[config.mk]
export PLATFORM = sky130hd
export DESIGN_NAME = div_seq
export DESIGN_NICKNAME = d
export VERILOG_FILES = /design/src/rtl/div_seq_pkg.sv /design/src/rtl/div_seq_step.sv /design/src/rtl/div_seq.sv
export SDC_FILE = /design/constraint.sdc
export NUM_CORES = 1
export LEC_CHECK = 0
export CAP_MARGIN = 0
export CORE_UTILIZATION = 25
export CTS_CLUSTER_SIZE = 12
export DETAILED_ROUTE_END_ITERATION = 8
export SETUP_SLACK_MARGIN = 0.3
export SYNTH_ARGS = -nofsm -noshare
export SYNTH_HDL_FRONTEND = slang
export SYNTH_SLANG_ARGS = --single-unit
[constraint.sdc]
create_clock -name clk -period 4.4 [get_ports clk]
set_input_delay 0.88 -clock clk [delete_from_list [all_inputs] [get_ports clk]]
set_output_delay 0.88 -clock clk [all_outputs]
set_load 0.02 [all_outputs]
[src/rtl/div_seq_pkg.sv]
// Shared constants and types for the sequential radix-2 restoring divider.
// Mirrors the pipeline-wide defines: register bus width, FSM encodings, handshake levels, ALU op codes.
package div_seq_pkg;

  localparam int REG_BUS_W = 32;
  localparam int DIV_CNT_W = 6;

  typedef enum logic [1:0] {
    DIV_IDLE   = 2'b00,
    DIV_BYZERO = 2'b01,
    DIV_ON     = 2'b10,
    DIV_DONE   = 2'b11
  } div_state_t;

  localparam logic DIV_START            = 1'b1;
  localparam logic DIV_STOP             = 1'b0;
  localparam logic DIV_RESULT_READY     = 1'b1;
  localparam logic DIV_RESULT_NOT_READY = 1'b0;

  localparam logic [7:0] EXE_DIV_OP  = 8'b0001_1010;
  localparam logic [7:0] EXE_DIVU_OP = 8'b0001_1011;

endpackage

[src/rtl/div_seq_step.sv]
// One restoring-division iteration: shift {rem, quo} left, trial-subtract the divisor from rem.
// Purely combinational; the sequencer registers the outputs once per clock.
module div_seq_step #(
  parameter int DATA_W = 32
) (
  input  logic [DATA_W-1:0] rem,
  input  logic [DATA_W-1:0] quo,
  input  logic [DATA_W-1:0] divisor,
  output logic [DATA_W-1:0] rem_next,
  output logic [DATA_W-1:0] quo_next
);

  // rem < divisor on entry, so the shifted value needs one extra bit and the difference one more for the borrow.
  logic [DATA_W:0]   rem_shift;
  logic [DATA_W+1:0] trial;

  always_comb begin
    rem_shift = {rem, quo[DATA_W-1]};
    trial     = {1'b0, rem_shift} - {2'b00, divisor};
    rem_next  = rem_shift[DATA_W-1:0];
    quo_next  = {quo[DATA_W-2:0], 1'b0};
    if (!trial[DATA_W+1]) begin
      rem_next = trial[DATA_W-1:0];
      quo_next = {quo[DATA_W-2:0], 1'b1};
    end
  end

endmodule

[src/rtl/div_seq.sv]
// Multi-cycle sequencer for a radix-2 restoring divider beside the EX stage.
// Stalls EX while busy, produces one quotient bit per clock, returns {remainder, quotient} with a ready flag.
module div_seq
  import div_seq_pkg::*;
#(
  parameter int DATA_W = REG_BUS_W,
  parameter int CNT_W  = DIV_CNT_W
) (
  input  logic                  clk,
  input  logic                  rst,
  input  logic                  div_start,
  input  logic                  div_signed,
  input  logic                  div_annul,
  input  logic [DATA_W-1:0]     div_opdata1,
  input  logic [DATA_W-1:0]     div_opdata2,
  output logic [2*DATA_W-1:0]   div_result,
  output logic                  div_ready,
  output logic                  stallreq,
  output div_state_t            dbg_state
);

  div_state_t        state;
  logic [CNT_W-1:0]  cnt;
  logic [DATA_W-1:0] rem_r;
  logic [DATA_W-1:0] quo_r;
  logic [DATA_W-1:0] divisor_r;
  logic              dividend_neg_r;
  logic              divisor_neg_r;
  logic              signed_r;

  logic              op1_neg;
  logic              op2_neg;
  logic [DATA_W-1:0] op1_abs;
  logic [DATA_W-1:0] op2_abs;
  logic [DATA_W-1:0] rem_next;
  logic [DATA_W-1:0] quo_next;
  logic [DATA_W-1:0] quo_fixed;
  logic [DATA_W-1:0] rem_fixed;
  logic              last_iter;
  logic              start_req;

  // Handshake: EX holds div_start high until it has consumed the result; div_ready stays high
  // in DONE for as long as start is held, and EX is stalled whenever a live request is not yet DONE.
  assign start_req = (div_start == DIV_START) && !div_annul;
  assign stallreq  = start_req && (state != DIV_DONE);
  assign dbg_state = state;

  always_comb begin
    op1_neg = div_signed & div_opdata1[DATA_W-1];
    op2_neg = div_signed & div_opdata2[DATA_W-1];
    op1_abs = op1_neg ? (~div_opdata1 + 1'b1) : div_opdata1;
    op2_abs = op2_neg ? (~div_opdata2 + 1'b1) : div_opdata2;
  end

  div_seq_step #(
    .DATA_W (DATA_W)
  ) u_step (
    .rem      (rem_r),
    .quo      (quo_r),
    .divisor  (divisor_r),
    .rem_next (rem_next),
    .quo_next (quo_next)
  );

  // Most-negative / -1 needs no special case: its magnitude 2^(W-1) negates back onto itself.
  always_comb begin
    quo_fixed = quo_next;
    rem_fixed = rem_next;
    if (signed_r && (dividend_neg_r ^ divisor_neg_r)) begin
      quo_fixed = ~quo_next + 1'b1;
    end
    if (signed_r && dividend_neg_r) begin
      rem_fixed = ~rem_next + 1'b1;
    end
  end

  assign last_iter = (cnt == CNT_W'(DATA_W - 1));

  always_ff @(posedge clk or negedge rst) begin
    if (!rst) begin
      state          <= DIV_IDLE;
      cnt            <= '0;
      rem_r          <= '0;
      quo_r          <= '0;
      divisor_r      <= '0;
      dividend_neg_r <= 1'b0;
      divisor_neg_r  <= 1'b0;
      signed_r       <= 1'b0;
      div_result     <= '0;
      div_ready      <= DIV_RESULT_NOT_READY;
    end else if (div_annul && (state != DIV_IDLE)) begin
      state     <= DIV_IDLE;
      cnt       <= '0;
      div_ready <= DIV_RESULT_NOT_READY;
    end else begin
      case (state)
        DIV_IDLE: begin
          div_ready <= DIV_RESULT_NOT_READY;
          if (start_req && (div_opdata2 == '0)) begin
            // Raw dividend is parked in quo_r so BYZERO can return it as the remainder.
            quo_r <= div_opdata1;
            state <= DIV_BYZERO;
          end else if (start_req) begin
            rem_r          <= '0;
            quo_r          <= op1_abs;
            divisor_r      <= op2_abs;
            dividend_neg_r <= op1_neg;
            divisor_neg_r  <= op2_neg;
            signed_r       <= div_signed;
            cnt            <= '0;
            state          <= DIV_ON;
          end
        end
        DIV_BYZERO: begin
          div_result <= {quo_r, {DATA_W{1'b1}}};
          div_ready  <= DIV_RESULT_READY;
          state      <= DIV_DONE;
        end
        DIV_ON: begin
          rem_r <= rem_next;
          quo_r <= quo_next;
          cnt   <= cnt + 1'b1;
          if (last_iter) begin
            div_result <= {rem_fixed, quo_fixed};
            div_ready  <= DIV_RESULT_READY;
            state      <= DIV_DONE;
          end
        end
        DIV_DONE: begin
          if (div_start == DIV_STOP) begin
            div_ready <= DIV_RESULT_NOT_READY;
            state     <= DIV_IDLE;
          end else begin
            div_ready <= DIV_RESULT_READY;
          end
        end
        default: begin
          state     <= DIV_IDLE;
          div_ready <= DIV_RESULT_NOT_READY;
        end
      endcase
    end
  end

endmodule

==> metrics.txt <==
status finished clean; post-synthesis mux area share 3.19%; First-pass DRT Iterations 6; max-cap viol count 0; combinational cell fraction of total power 56.8%; clock sinks 172; Critical Path RT between 4 and 5 ns; Setup TNS Final 0 ns; Worst Path Max Fanout 5; hpwl dp 34200 µm; Core Area 50000 µm²; Hold Fails Final Rpt 0; Routed WL per cell roughly 18 µm; hold_buf cts 0; H-tree levels 4; clock power share 15.9%; Initial Util between 20% and 30%; measured slew at the worst slew-check pin 0.926 ns; grt ovf 0; height of the die 227 µm; Psw roughly 4.5 mW; post-synthesis cell count 1586; Vias/cell about 5.1; P per Cell Area 594 nW/µm²; PortBufs 136; gr usage total 17.3%; largest net degree at the start of global routing 98; net count after synthesis 1696; remaining routing DRC violations 0; Peak Freq 0.236 GHz; Cell Area, Synth 12600 µm²; WL final 44400 µm; first-pass GRT wire length 68800 µm; Post-layout nets approximately 1800; EDFF count, synth 0; diode count 0; largest cells by area after synthesis dfrtp_1 34%, a21oi_1 7.2%, nor2_1 5.7%, nand2_1 5.2%, o21ai_0 5.1%; Synth top area share 34.1%; largest family of logic cells by synthesized area compound AO/OA/AOI/OAI gates; layout cells sized above 1 11.8%; Clock Skew 0.0160 ns; Iter 0 DRT Violations 959; reg2reg end div_result[52]$_DFFE_PN0P_; root buf cell clkbuf_16; Synth Area in Adders 4.12%; Design Power 9.56 mW; Synth Area in Compound Gates 23.5%; Final ANT Viol Nets 0; simple-gate share of the synthesized area a little over a fifth; worst min-delay path class flop to flop; CP Class flop to flop; Seq pwr share between 20% and 30%; CTS tree built; Worst-path clk slew 0.08 ns; register area share after synthesis 34.1%; number of placement rows 82; leading cell type by number of instances after synthesis nor2_1; Critical Path AT 4.56 ns; reg-to-reg startpoint rem_r[25]$_DFFE_PN0P_; number of synthesized register bits 172; Synth Flop Type dfrtp_1; Tmin final roughly 4.2 ns; Die Wd 227 µm; Leak 6.40 nW; CTS Buf Count 17; Synth Area in XOR/XNOR 9.01%; worst vdd ir 0.399 mV; Synth Warn # 0; fin crit share 96.4%; switching share of power 47.3%; clock latency on the worst-skew pair 0.46 ns; post-synth cell types 80; initial antenna violation count 1; die area 51400 µm²; RSZ-0062 raised after global routing true; Synth area leader dfrtp_1; synth cell count leaders 192 x nor2_1, 183 x a21oi_1, 174 x nand2_1, 172 x dfrtp_1, 128 x o21ai_0; DP Worst Slack ~0.025 ns; Worst Reg-to-Reg Cells 17; Avg Synthesized Cell Area 7.97 µm²; vias in the first global route 11900; hold_sp cnt[5]$_DFFE_PN0P_; endpoint class of the critical path flop; Hold EP cnt[5]$_DFFE_PN0P_; share of flip-flops with an asynchronous set or reset 100%; Max transition margin a little under two fifths; Slew Viols, Final 0; hold path cells 1; endpoints failing setup 0; I/O pin count 137; GPL Wtd Cong between 0.9 and 1; setup ws final 0.160 ns; critical path startpoint category flop; Power Internal 5.04 mW; synth-to-layout area growth 27.3%; Max Buffers Root-to-Sink 2; FF-to-FF setup slack 0.16 ns; routed vias approximately 12000
per-layer routing:
metal | track usage [%] | up-vias | part of all wire, % | wire (µm)
li1 | - | 5911 | - | -
met1 | 24.4 | 5960 | 47 | 20900
met2 | 26.9 | 381 | 45 | 20000
met3 | 2.35 | 61 | 5.4 | 2410
met4 | 5.43 | 4 | 2.2 | 961
met5 | 1.08 | - | 0.19 | 86
power groups by stage:
stage	combinational, mW	clock, mW	sequential [mW]
after floorplan	3.17	0	2.68
after global placement	5.01	0	2.61
after detailed placement	5.06	0	2.63
after CTS	5.11	1.55	2.60
after global routing	5.92	1.62	2.67
final	5.43	1.52	2.61
how the worst max path moves through the flow:
stage / startpoint / cells past startpoint / to
2_1_floorplan: rem_r[25]$_DFFE_PN0P_ / 20 / div_result[52]$_DFFE_PN0P_
3_3_place_gp: rem_r[24]$_DFFE_PN0P_ / 12 / div_result[51]$_DFFE_PN0P_
3_5_place_dp: rem_r[25]$_DFFE_PN0P_ / 17 / div_result[52]$_DFFE_PN0P_
4_1_cts: rem_r[23]$_DFFE_PN0P_ / 17 / div_result[52]$_DFFE_PN0P_
5_1_grt: rem_r[25]$_DFFE_PN0P_ / 17 / div_result[52]$_DFFE_PN0P_
6_report: rem_r[25]$_DFFE_PN0P_ / 17 / div_result[52]$_DFFE_PN0P_
final cells by class:
| class | count | area [µm²] |
|---|---|---|
| Fill cell | 5250 | 33900 |
| Sequential cell | 172 | 4310 |
| Timing Repair Buffer | 217 | 2020 |
| Clock buffer | 18 | 429 |
| Multi-Input combinational cell | 1270 | 8140 |
| Tap cell | 672 | 841 |
| Clock inverter | 14 | 133 |
| Inverter | 56 | 210 |
cells in the final DEF (no fill, tap or decap), types with 10 or more instances in the layout:
cell               n
nor2_1           190
a21oi_1          178
nand2_1          171
dfrtp_1          170
clkdlybuf4s50_1  135
o21ai_0          123
buf_4             76
xnor2_1           69
xor2_1            60
inv_1             54
nor3_1            41
mux2i_1           38
nand3_1           25
ha_1              23
a22o_1            22
or3_1             21
o31ai_1           20
a31oi_1           19
nand2b_1          17
clkbuf_16         17
and2_1            15
o21ai_1           15
ha_4              12
a21o_1            11
nor4_1            11
nor3b_1           11
nand4_1           10
logic make-up after synthesis:
kind of cell,after synthesis
and+or+nand+nor,576
AOI/OAI and AO/OA,483
buffers and inverters,144
DFF,172
muxes,40
xor gates and xnor gates,130
adders and majority gates,41
critical path, cell delays in order (launching register included):
cell      delay, ns
dfrtp_1        0.43
ha_4           0.29
buf_6          0.09
nand4_1        0.21
nor4b_4        0.41
a21bo_2        0.30
nand2_4        0.14
nand2_4        0.07
o21ai_4        0.08
ha_4           0.17
nand3b_1       0.10
or4_4          0.58
nor4_4         0.37
a31oi_4        0.09
or2_4          0.31
o31ai_4        0.22
xnor2_1        0.14
o21ai_1        0.07
registers in the layout (all words and copies together), names as in the netlist:
| register | count |
|---|---|
| cnt | 6 |
| dbg_state | 2 |
| div_ready | 1 |
| div_result | 64 |
| dividend_neg_r | 1 |
| divisor_neg_r | 1 |
| divisor_r | 32 |
| quo_r | 32 |
| rem_r | 32 |
| signed_r | 1 |
repair_timing:
action	in CTS	in global routing
pin swaps	0	25
setup buffers	0	18
setup endpoints to repair	24	23
gates resized for setup	6	66
stage by stage:
step / instances / hold slack [ns] / instance area, µm² / utilization [%]
2_1_floorplan: 1586 / 0.437 / 12700 / -
6_report: 2419 / 0.473 / 16100 / 32.2
3_5_place_dp: 2369 / 0.469 / 15000 / 30.1
4_1_cts: 2401 / 0.484 / 15600 / 31.3
5_1_grt: 2419 / 0.502 / 16100 / 32.2
3_3_place_gp: 2369 / 0.467 / 15000 / 30.1
No activity file was read; power rests on OpenSTA's default activity.
